--- config.mk ---
export PLATFORM = sky130hd
export DESIGN_NAME = imem_rsp
export DESIGN_NICKNAME = d
export VERILOG_FILES = /design/src/rtl/imem_rsp.sv
export SDC_FILE = /design/constraint.sdc
export NUM_CORES = 1
export LEC_CHECK = 0
export CORE_ASPECT_RATIO = 1.25
export CORE_MARGIN = 4
export CORE_UTILIZATION = 42
export CTS_BUF_LIST = sky130_fd_sc_hd__clkbuf_16
export DETAILED_ROUTE_END_ITERATION = 16
export PLACE_DENSITY = 0.76
export REMOVE_ABC_BUFFERS = 1
export SETUP_SLACK_MARGIN = 0.1
export SYNTH_ARGS = -nofsm -noshare
export SYNTH_HDL_FRONTEND = slang
export SYNTH_SLANG_ARGS = --single-unit
--- constraint.sdc ---
create_clock -name clk -period 1.9 [get_ports clk]
set_clock_uncertainty 0.2 [all_clocks]
set_input_delay 0.285 -clock clk [delete_from_list [all_inputs] [get_ports clk]]
set_output_delay 0.285 -clock clk [all_outputs]
set_load 0.005 [all_outputs]
--- src/rtl/imem_rsp.sv ---
// Single-outstanding request/response bridge onto a synchronous SRAM.
// Optional wait states precede the one-cycle memory access; out-of-range addresses respond with an error.
module imem_rsp #(
    parameter int unsigned ADDR_WIDTH  = 14,
    parameter int unsigned WAIT_CYCLES = 0
) (
    input  logic                  clk,
    input  logic                  rst_n,
    input  logic                  req_valid_i,
    output logic                  req_ready_o,
    input  logic [31:0]           addr_i,
    input  logic [31:0]           data_i,
    input  logic [3:0]            sel_i,
    input  logic                  we_i,
    output logic                  rsp_valid_o,
    input  logic                  rsp_ready_i,
    output logic [31:0]           data_o,
    output logic                  rsp_err_o,
    output logic                  mem_en_o,
    output logic                  mem_we_o,
    output logic [ADDR_WIDTH-1:0] mem_addr_o,
    output logic [31:0]           mem_wdata_o,
    output logic [3:0]            mem_sel_o,
    input  logic [31:0]           mem_rdata_i
);

    localparam int unsigned CNT_W  = 3;
    localparam int unsigned DATA_W = 32;
    localparam int unsigned SEL_W  = 4;
    localparam logic [CNT_W-1:0] WAIT_LOAD = CNT_W'(WAIT_CYCLES - 1);

    typedef enum logic [1:0] {
        IDLE = 2'd0,
        WAIT = 2'd1,
        MEM  = 2'd2,
        RESP = 2'd3
    } state_t;

    state_t                state_q, state_d;
    logic [CNT_W-1:0]      cnt_q, cnt_d;
    logic [ADDR_WIDTH-1:0] addr_q, addr_d;
    logic [DATA_W-1:0]     wdata_q, wdata_d;
    logic [SEL_W-1:0]      sel_q, sel_d;
    logic                  we_q, we_d;
    logic                  err_q, err_d;
    logic [DATA_W-1:0]     hold_q;
    logic                  first_q;
    logic                  ready_q;
    logic                  rsp_valid_q;
    logic                  rsp_err_q;
    logic                  mem_en_q;
    logic                  mem_we_q;
    logic [ADDR_WIDTH-1:0] mem_addr_q;
    logic [DATA_W-1:0]     mem_wdata_q;
    logic [SEL_W-1:0]      mem_sel_q;

    logic req_hs_c;
    logic range_err_c;

    assign req_hs_c    = req_valid_i & ready_q;
    assign range_err_c = |(addr_i >> (ADDR_WIDTH + 2));

    // Next-state logic and request capture
    always_comb begin
        state_d = state_q;
        cnt_d   = cnt_q;
        addr_d  = addr_q;
        wdata_d = wdata_q;
        sel_d   = sel_q;
        we_d    = we_q;
        err_d   = err_q;
        case (state_q)
            IDLE: begin
                if (req_hs_c) begin
                    addr_d  = addr_i[ADDR_WIDTH+1:2];
                    wdata_d = data_i;
                    sel_d   = sel_i;
                    we_d    = we_i;
                    err_d   = range_err_c;
                    if (range_err_c) begin
                        state_d = RESP;
                    end else if (WAIT_CYCLES > 0) begin
                        state_d = WAIT;
                        cnt_d   = WAIT_LOAD;
                    end else begin
                        state_d = MEM;
                    end
                end
            end
            WAIT: begin
                if (cnt_q == '0) begin
                    state_d = MEM;
                end else begin
                    cnt_d = cnt_q - CNT_W'(1);
                end
            end
            MEM: begin
                state_d = RESP;
            end
            RESP: begin
                if (rsp_ready_i) begin
                    state_d = IDLE;
                end
            end
            default: begin
                state_d = IDLE;
            end
        endcase
    end

    // State, request and registered-output flops
    always_ff @(posedge clk or negedge rst_n) begin
        if (!rst_n) begin
            state_q     <= IDLE;
            cnt_q       <= '0;
            addr_q      <= '0;
            wdata_q     <= '0;
            sel_q       <= '0;
            we_q        <= 1'b0;
            err_q       <= 1'b0;
            hold_q      <= '0;
            first_q     <= 1'b0;
            ready_q     <= 1'b0;
            rsp_valid_q <= 1'b0;
            rsp_err_q   <= 1'b0;
            mem_en_q    <= 1'b0;
            mem_we_q    <= 1'b0;
            mem_addr_q  <= '0;
            mem_wdata_q <= '0;
            mem_sel_q   <= '0;
        end else begin
            state_q     <= state_d;
            cnt_q       <= cnt_d;
            addr_q      <= addr_d;
            wdata_q     <= wdata_d;
            sel_q       <= sel_d;
            we_q        <= we_d;
            err_q       <= err_d;
            ready_q     <= (state_d == IDLE);
            rsp_valid_q <= (state_d == RESP);
            rsp_err_q   <= (state_d == RESP) & err_d;
            // Only a read leaving MEM presents live SRAM data in its first RESP cycle
            first_q     <= (state_q == MEM) & ~we_q;
            if (req_hs_c) begin
                hold_q <= '0;
            end else if (first_q) begin
                hold_q <= mem_rdata_i;
            end
            if (state_d == MEM) begin
                mem_en_q    <= 1'b1;
                mem_we_q    <= we_d;
                mem_addr_q  <= addr_d;
                mem_wdata_q <= wdata_d;
                mem_sel_q   <= sel_d;
            end else begin
                mem_en_q    <= 1'b0;
                mem_we_q    <= 1'b0;
                mem_addr_q  <= '0;
                mem_wdata_q <= '0;
                mem_sel_q   <= '0;
            end
        end
    end

    assign req_ready_o = ready_q;
    assign rsp_valid_o = rsp_valid_q;
    assign rsp_err_o   = rsp_err_q;
    assign mem_en_o    = mem_en_q;
    assign mem_we_o    = mem_we_q;
    assign mem_addr_o  = mem_addr_q;
    assign mem_wdata_o = mem_wdata_q;
    assign mem_sel_o   = mem_sel_q;
    assign data_o      = rsp_valid_q ? (first_q ? mem_rdata_i : hold_q) : '0;

endmodule

==> flow_summary.ini, run 1 <==
[status]
failed_checks = setup timing
outcome = complete, but fails checks

[timing]
fin_ws_ps = -313
slew_viol_final = 0
slew-limit-headroom_pct = 76.6
hold_violations = 0
worst_pin_slew_ps = 351
min_period_ps = 2210
rsz0062_at_grt = true
fmax_ghz = 0.452
setup_viol = 60
fin_crit_sh_pct = 116

[power]
switching_share_pct = 29.5
p_leak_nw = 4.57
seqPwrFrac_pct = 31.0
comb_power_share_pct = 48.9
p_clk_share_pct = 20.1
power_density_nw_per_um2 = 1530
p_sw_w = 0.00456
ir_drop_mv = 1.32
internal_power_w = 0.0109

[detailed_routing]
dr.pass1.iters = 4
drcViolationCount = 0
wl_per_cell_microns = 19.2
ant_nets = 0
drt_iter0_markers = 230
dr_total_vias = 4632
wl_microns = 17500
via_per_inst = 5.08

[grt]
met2_usage_pct = 38.0
grt_pass1_vias = 5196
grt_pass1_wl_microns = 27100
antenna_found_initial = 1
grt_usage_pct = 21.2
grt_start_max_net_pins = 46
grt.busiest_layer = met2
grtUsageMet3_pct = 7.04
overflow = 0
grt_use_met1_pct = 24.2

[yosys]
muxShareOfSynthArea_pct = 17.8
synth-compound-area-share_pct = 10.4
synthSimpleGateAreaFrac_pct = 7.26
synthAdderAreaFrac_pct = 0.410
synth.avg_cell_area_sq_um = 14.5
syn_inst = 421
yosysSeqAreaShare_pct = 59.4
ys_types = 30
ys_ff_latch = 145
ys_warn_count = 0
syn-cell-area_sq_um = 6100
synthXorXnorAreaFrac_pct = 0.143
synth_top_family_by_area = multiplexers

[final_layout]
areaGrowthSynthToFinish_pct = 65.1
drive_gt1_share_pct = 38.6
nets = 828
final_common_cell = clkdlybuf4s50_1
fin_util_pct = 70.2
fin_area_sq_um = 10100
layout_common_cells = clkdlybuf4s50_1, dfrtp_1, buf_4
fill_cells = 943
num_antenna_cells = 0

[job]
max_cap_violations = 0

[worst_setup_path]
end_kind = output port
crit_start = first_q$_DFF_PN0_
worstReg2RegStart = state_q[0]$_DFF_PN0_
path_delay_family = buffers and inverters
regToRegEndpoint = mem_wdata_o[13]$_DFF_PN0_
reg2reg_slack_ps = -90
cp-start-kind = register
crit_slowest_cell = dfrtp_2
cp.buffers_inverters = 4
r2r_cells = 6
crit_required_ps = 1410
cp.arrival_ps = 1730
crit_top_cell = buf_6
critical_path_class = reg -> out
crit_fanout = 6
cp_cell_sequence = buf_6, buf_6, buf_16, mux2i_4, nor2b_2, buf_2
critPathMaxStageDelay_ps = 430

[clock_tree]
clockRootBuffer = clkbuf_16
cts_buffers = 17
clock_sinks = 145
h-tree-depth = 4
clkTransAtPathRegs_ps = 60
cts_buffer_depth = 2
tritoncts = yes
clkLatencyLatePin_ps = 400

[place]
dp_hpwl_microns = 10600
gp_congestion = 0.829
dpl_cell_area_sq_um = 8630
io_buffer_count = 189

[floorplanning]
dieArea_sq_um = 16500
io_pins = 192
start_util_pct = 42.6
num_rows = 49
core_sq_um = 14300
fp.dieH_microns = 143
die_w_microns = 116

[hold_path]
hold_path_class = in -> async
-- synth_stat cells (all sizes together) --
cell type  number  share of area [%]
nand2           3               0.18
inv             4               0.25
ha              2               0.41
a21oi           3               0.25
and4            1               0.14
xnor2           1               0.14
buf            15                2.7
and2            1               0.10
or3             1               0.10
nor2           35                2.2
nor4            4               0.41
o21a            1               0.12
nor2b          33                3.4
o211a           1               0.16
nand3           2               0.16
mux2           51                 12
clkbuf         26                1.6
mux2i          33                5.4
nor3            1              0.082
nor3b           1               0.12
dfrtp         145                 59
o2111a         51                9.4
o31ai           2               0.25
o21ai           3               0.25
nor4bb          1               0.41
-- power groups by stage --
| stage | logic [W] | clock network, W | registers, W |
|---|---|---|---|
| final | 0.00756 | 0.00311 | 0.00479 |
| after global routing | 0.00803 | 0.00334 | 0.00488 |
| after CTS | 0.00713 | 0.00319 | 0.00479 |
| after detailed placement | 0.00569 | 0 | 0.00471 |
| after global placement | 0.00554 | 0 | 0.00467 |
| after floorplan | 0.00240 | 0 | 0.00479 |
-- cell type report --
cell class / count / area [sq um] / area share [%]
clock inverters: 15 / 126 / 1.25
repair buffers: 322 / 3150 / 31.2
flip-flops and latches: 145 / 3630 / 36.0
well taps: 178 / 223 / 2.21
inverters: 4 / 15.0 / 0.149
multi-input cells: 231 / 2510 / 24.9
clock buffers: 17 / 425 / 4.22
-- flip-flops by register name (all words and copies together), names as in the netlist --
register,count
sel_q,4
req_ready_o,1
mem_sel_o,4
mem_we_o,1
first_q,1
state_q,2
hold_q,32
we_q,1
addr_q,14
mem_wdata_o,32
wdata_q,32
cnt_q,3
rsp_err_o,1
mem_addr_o,14
mem_en_o,1
rsp_valid_o,1
err_q,1
-- repair_timing --
item | 4_1_cts | 5_1_grt
endpoints found under the hold margin | 145 | 0
endpoints found under the setup margin | 86 | 128
cloned | 7 | 0
resized for setup | 207 | 26
pin swaps | 1 | 0
buffers inserted | 47 | 16
hold buffers | 1 | 0
-- metrics by stage --
| step | TNS [ps] | setup slack [ps] | power (W) | instances | hold slack [ps] |
|---|---|---|---|---|---|
| after global placement | -24780 | -328 | 0.0102 | 814 | 3.83 |
| after detailed placement | -24830 | -331 | 0.0104 | 814 | 6.21 |
| after CTS | -7310 | -250 | 0.0151 | 900 | 146 |
| after global routing | -12470 | -364 | 0.0162 | 912 | 150 |
| after floorplan | -225210 | -2230 | 0.00719 | 380 | -211 |
| final | -7840 | -313 | 0.0155 | 912 | 149 |
-- metal layers --
layer / share of wire, % / routed length [microns]
met5: 0.046 / 8
met4: 0.91 / 159
met3: 8.0 / 1390
met2: 52 / 9160
met1: 39 / 6790
-- worst register-to-register path, stage by stage (launching register included) --
cell      delay [ps]
dfrtp_1          410
nor4bb_4         360
buf_6            220
buf_6            120
buf_6            110
mux2_4           310
o2111a_1         150
-- cell families (layout without fill, tap and decap cells) --
group,Yosys count,in the layout
AO/OA/AOI/OAI,61,61
flip-flops,145,145
XOR/XNOR,1,1
adder cells (fa/ha/maj),2,2
multiplexers,84,84
AND/OR/NAND/NOR,83,83
buffers and inverters,45,358
-- how the worst max path moves through the flow --
stage / slack, ps / end / cells past startpoint
finish: -310 / data_o[6] / 6
global route: -360 / data_o[6] / 6
CTS: -250 / data_o[27] / 6
detailed placement: -330 / mem_wdata_o[31]$_DFF_PN0_ / 6
global placement: -330 / mem_wdata_o[31]$_DFF_PN0_ / 6
floorplan: -2230 / mem_addr_o[13]$_DFF_PN0_ / 3
No activity file was read; power rests on OpenSTA's default activity.
==> run 2, diff against run 1 <==
--- a/config.mk
+++ b/config.mk
@@ -10,6 +10,7 @@
 export CORE_UTILIZATION = 42
 export CTS_BUF_LIST = sky130_fd_sc_hd__clkbuf_16
 export DETAILED_ROUTE_END_ITERATION = 16
+export MAX_ROUTING_LAYER = met4
 export PLACE_DENSITY = 0.76
 export REMOVE_ABC_BUFFERS = 1
 export SETUP_SLACK_MARGIN = 0.1
==> run 2 against run 1 <==
Sequential share of layout area about the same. Clock-buffer cell count unchanged. Clock power about the same. Fmax decreased by 0.33%. Highest routed layer is now met4. The run still ends with setup timing left. First-iteration DRC count decreased by 18%. Cell count increased by 0.11%.
==> flow_summary.ini, run 2 (synthesis gave the netlist of run 1 again) <==
[status]
outcome = complete, but fails checks
failed_checks = setup timing

[final_layout]
areaGrowthSynthToFinish_pct = 65.1
nets = 828
final_common_cell = clkdlybuf4s50_1
drive_gt1_share_pct = 38.6
layout_common_cells = clkdlybuf4s50_1, dfrtp_1, buf_4
fin_util_pct = 70.3

[detailed_routing]
dr.pass1.iters = 4
via_per_inst = 5.12
dr_total_vias = 4673
drcViolationCount = 0
ant_nets = 0
drt_iter0_markers = 189
wl_microns = 17600
wl_per_cell_microns = 19.2

[timing]
fin_ws_ps = -321
rsz0062_at_grt = true
min_period_ps = 2220
setup_viol = 60
hold_slack_ps = 147
tns_ps = -7860
slew_viol_final = 0
fmax_ghz = 0.450
fin_crit_sh_pct = 117
worst_pin_slew_ps = 352
slew-limit-headroom_pct = 76.5
hold_violations = 0

[worst_setup_path]
path_delay_family = buffers and inverters
worstReg2RegStart = state_q[1]$_DFF_PN0_
crit_required_ps = 1410
reg2reg_slack_ps = -90
crit_fanout = 6
crit_top_cell = buf_6
cp.arrival_ps = 1740
regToRegEndpoint = mem_wdata_o[13]$_DFF_PN0_
cp.buffers_inverters = 4
cp.depth = 6
crit_start = first_q$_DFF_PN0_
critical_path_class = reg -> out
critPathMaxStageDelay_ps = 430
cp-start-kind = register
cp_cell_sequence = buf_6, buf_6, buf_16, mux2i_4, nor2b_2, buf_2
end_kind = output port
crit_end = data_o[6]
crit_slowest_cell = dfrtp_2
r2r_cells = 6

[power]
finalPower_w = 0.0155
p_leak_nw = 4.57
ir_drop_mv = 1.32
power_density_nw_per_um2 = 1530

[clock_tree]
clkLatencyLatePin_ps = 400
clkTransAtPathRegs_ps = 60
clock_sinks = 145
h-tree-depth = 4
clockRootBuffer = clkbuf_16
cts_buffer_depth = 2
tritoncts = yes
cts_buffers = 17

[floorplanning]
dieArea_sq_um = 16500
fp.dieH_microns = 143
io_pins = 192
die_w_microns = 116
num_rows = 49
start_util_pct = 42.6
core_sq_um = 14300

[hold_path]
hold_path_class = in -> async

[grt]
overflow = 0
grt_pass1_vias = 5196
antenna_found_initial = 1
grt_start_max_net_pins = 46
grt_pass1_wl_microns = 27100
grt_usage_pct = 21.8

[place]
io_buffer_count = 189
gp_congestion = 0.842
dp_hpwl_microns = 10600

[job]
max_cap_violations = 0
-- run 2: final cells by class --
type | count | area [sq um]
Fill cell | 942 | 4270
Sequential cell | 145 | 3630
Timing Repair Buffer | 322 | 3150
Multi-Input combinational cell | 231 | 2510
Clock buffer | 17 | 425
Tap cell | 178 | 223
Clock inverter | 15 | 126
Inverter | 4 | 15.0
Antenna cell | 1 | 2.50
-- run 2: report_power, final --
| group | switching, W | internal (W) | leakage, nW |
|---|---|---|---|
| clock | 0.00123 | 0.00189 | 0.267 |
| combinational | 0.00281 | 0.00475 | 2.44 |
| sequential | 0.000526 | 0.00426 | 1.87 |
| total | 0.00457 | 0.0109 | 4.57 |
-- run 2: metal layers --
| metal | global-route usage, % | part of all wire (%) | up-vias |
|---|---|---|---|
| met5 | - | 0 | - |
| met3 | 5.98 | 7.3 | 15 |
| met1 | 24.8 | 40 | 2343 |
| met4 | 5.31 | 0.80 | 0 |
| met2 | 38.0 | 52 | 187 |
| li1 | - | - | 2128 |
-- run 2: repair_timing --
action                                  in CTS  in global routing
resized for setup                          207                 26
endpoints found under the setup margin      86                128
cloned                                       7                  0
buffers inserted                            47                 16
hold endpoints to repair                   145                  0
pin swaps                                    1                  0
hold buffers                                 1                  0
-- run 2: worst min path at each step --
| stage | startpoint | end | slack (ps) | cells past startpoint |
|---|---|---|---|---|
| 2_1_floorplan | rst_n | addr_q[0]$_DFF_PN0_ | -210 | 0 |
| 3_3_place_gp | rst_n | hold_q[4]$_DFF_PN0_ | 4 | 1 |
| 3_5_place_dp | rst_n | hold_q[26]$_DFF_PN0_ | 6 | 1 |
| 4_1_cts | rst_n | hold_q[2]$_DFF_PN0_ | 150 | 2 |
| 5_1_grt | rst_n | first_q$_DFF_PN0_ | 150 | 2 |
| 6_report | rst_n | first_q$_DFF_PN0_ | 150 | 2 |
-- run 2: per-stage QoR --
stage	instances	setup WS (ps)	cell area [sq um]
final	913	-321	10100
after global placement	814	-328	8630
after CTS	900	-250	9940
after detailed placement	814	-331	8630
after floorplan	380	-2230	5840
after global routing	913	-362	10100
==> run 3, diff against run 2 <==
--- a/config.mk
+++ b/config.mk
@@ -5,6 +5,7 @@
 export SDC_FILE = /design/constraint.sdc
 export NUM_CORES = 1
 export LEC_CHECK = 0
+export ABC_AREA = 0
 export CORE_ASPECT_RATIO = 1.25
 export CORE_MARGIN = 4
 export CORE_UTILIZATION = 42
@@ -17,3 +18,4 @@
 export SYNTH_ARGS = -nofsm -noshare
 export SYNTH_HDL_FRONTEND = slang
 export SYNTH_SLANG_ARGS = --single-unit
+export TNS_END_PERCENT = 5
==> run 3 against run 2 <==
The run still ends with setup timing left. Clock power about the same. Via count decreased by 3.0%. Wire length decreased by 5.8%. Global-route usage decreased by 1.0 points. Critical path depth unchanged. Largest cell class unchanged. Cell area decreased by 4.1%. Cell count decreased by 3.2%. Sequential power about the same.
==> flow_summary.ini, run 3 (synthesis gave the netlist of run 1 again) <==
[timing]
rsz0062_at_grt = true
slew-limit-headroom_pct = 76.8
hold_slack_ps = 157
fin_ws_ps = -277
hold_violations = 0
slew_viol_final = 0
fmax_ghz = 0.459
min_period_ps = 2180
setup_viol = 33
tns_ps = -5150
fin_crit_sh_pct = 115
worst_pin_slew_ps = 348

[place]
dp_hpwl_microns = 10600
gp_congestion = 0.842
io_buffer_count = 189

[worst_setup_path]
critical_path_class = reg -> out
end_kind = output port
crit_required_ps = 1410
crit_fanout = 5
cp-start-kind = register
cp.arrival_ps = 1690

[floorplanning]
start_util_pct = 42.6
fp.dieH_microns = 143
dieArea_sq_um = 16500
io_pins = 192
die_w_microns = 116
num_rows = 49
core_sq_um = 14300

[final_layout]
seqCellArea_sq_um = 3630
drive_gt1_share_pct = 35.5
fin_util_pct = 67.4
nets = 799
areaGrowthSynthToFinish_pct = 58.4
multiInputGateArea_sq_um = 2450
final_common_cell = clkdlybuf4s50_1
fill_cells = 1001
layout_common_cells = clkdlybuf4s50_1, dfrtp_1, buf_4

[detailed_routing]
drcViolationCount = 0
via_per_inst = 5.13
dr.pass1.iters = 4
dr_total_vias = 4532
wl_microns = 16500
drt_iter0_markers = 259
wl_per_cell_microns = 18.7
ant_nets = 0

[status]
failed_checks = setup timing
outcome = complete, but fails checks

[grt]
overflow = 0
grt_pass1_vias = 5032
grt_pass1_wl_microns = 25900
grt_usage_pct = 20.8
grt_start_max_net_pins = 46
antenna_found_initial = 1

[power]
ir_drop_mv = 1.10
p_leak_nw = 4.37
power_density_nw_per_um2 = 1520

[job]
max_cap_violations = 0

[clock_tree]
clkLatencyLatePin_ps = 400
cts_buffer_depth = 2
cts_buffers = 17
clkTransAtPathRegs_ps = 60
clock_sinks = 145
tritoncts = yes
h-tree-depth = 4
clockRootBuffer = clkbuf_16

[hold_path]
hold_path_class = in -> async
-- run 3: report_power, final --
group / internal (W) / switching [W]
Combinational: 0.00425 / 0.00258
Sequential: 0.00426 / 0.000513
Clock: 0.00189 / 0.00123
Total: 0.0104 / 0.00432
-- run 3: routing by layer --
metal / wire length (microns) / up-vias / global-route usage [%]
met5: 0 / - / -
met4: 217 / 0 / 5.99
met3: 1290 / 19 / 6.27
met2: 8410 / 189 / 35.6
met1: 6620 / 2259 / 23.5
li1: - / 2065 / -
-- run 3: through the flow --
step,total power (W),setup WS [ps],area [sq um],instances
global route,0.0155,-323,9670,884
CTS,0.0148,-250,9660,883
floorplan,0.00719,-2230,5840,380
global placement,0.0102,-328,8630,814
finish,0.0147,-277,9670,884
detailed placement,0.0104,-331,8630,814
-- run 3: final timing paths --
| check | cells past startpoint | to | slack, ps | start |
|---|---|---|---|---|
| worst max-delay path | 6 | data_o[19] | -280 | first_q$_DFF_PN0_ |
| worst min-delay path | 2 | first_q$_DFF_PN0_ | 160 | rst_n |
| worst max register to register | 5 | mem_wdata_o[31]$_DFF_PN0_ | -20 | state_q[1]$_DFF_PN0_ |
| worst min register to register | 1 | first_q$_DFF_PN0_ | 230 | we_q$_DFF_PN0_ |
| max in group asynchronous | 3 | req_ready_o$_DFF_PN0_ | 750 | rst_n |
| min in group clk | 1 | first_q$_DFF_PN0_ | 230 | we_q$_DFF_PN0_ |
-- run 3: worst max-delay path: stages (launching register included) --
cell,delay (ps)
dfrtp_2,420
buf_6,140
buf_6,130
buf_16,140
mux2i_2,230
nor2b_1,80
buf_2,140
-- run 3: cell type report --
| cell class | instances | area share (%) |
|---|---|---|
| inverters | 4 | 0.155 |
| flip-flops and latches | 145 | 37.5 |
| multi-input cells | 231 | 25.4 |
| diodes | 1 | 0.0259 |
| well taps | 178 | 2.30 |
| clock inverters | 15 | 1.31 |
| repair buffers | 293 | 28.9 |
| clock buffers | 17 | 4.40 |
-- run 3: timing repair --
item	in CTS	in global routing
resized for setup	187	6
cloned	4	0
buffers inserted	33	1
hold buffers	1	0
endpoints found under the hold margin	145	0
endpoints found under the setup margin	86	116
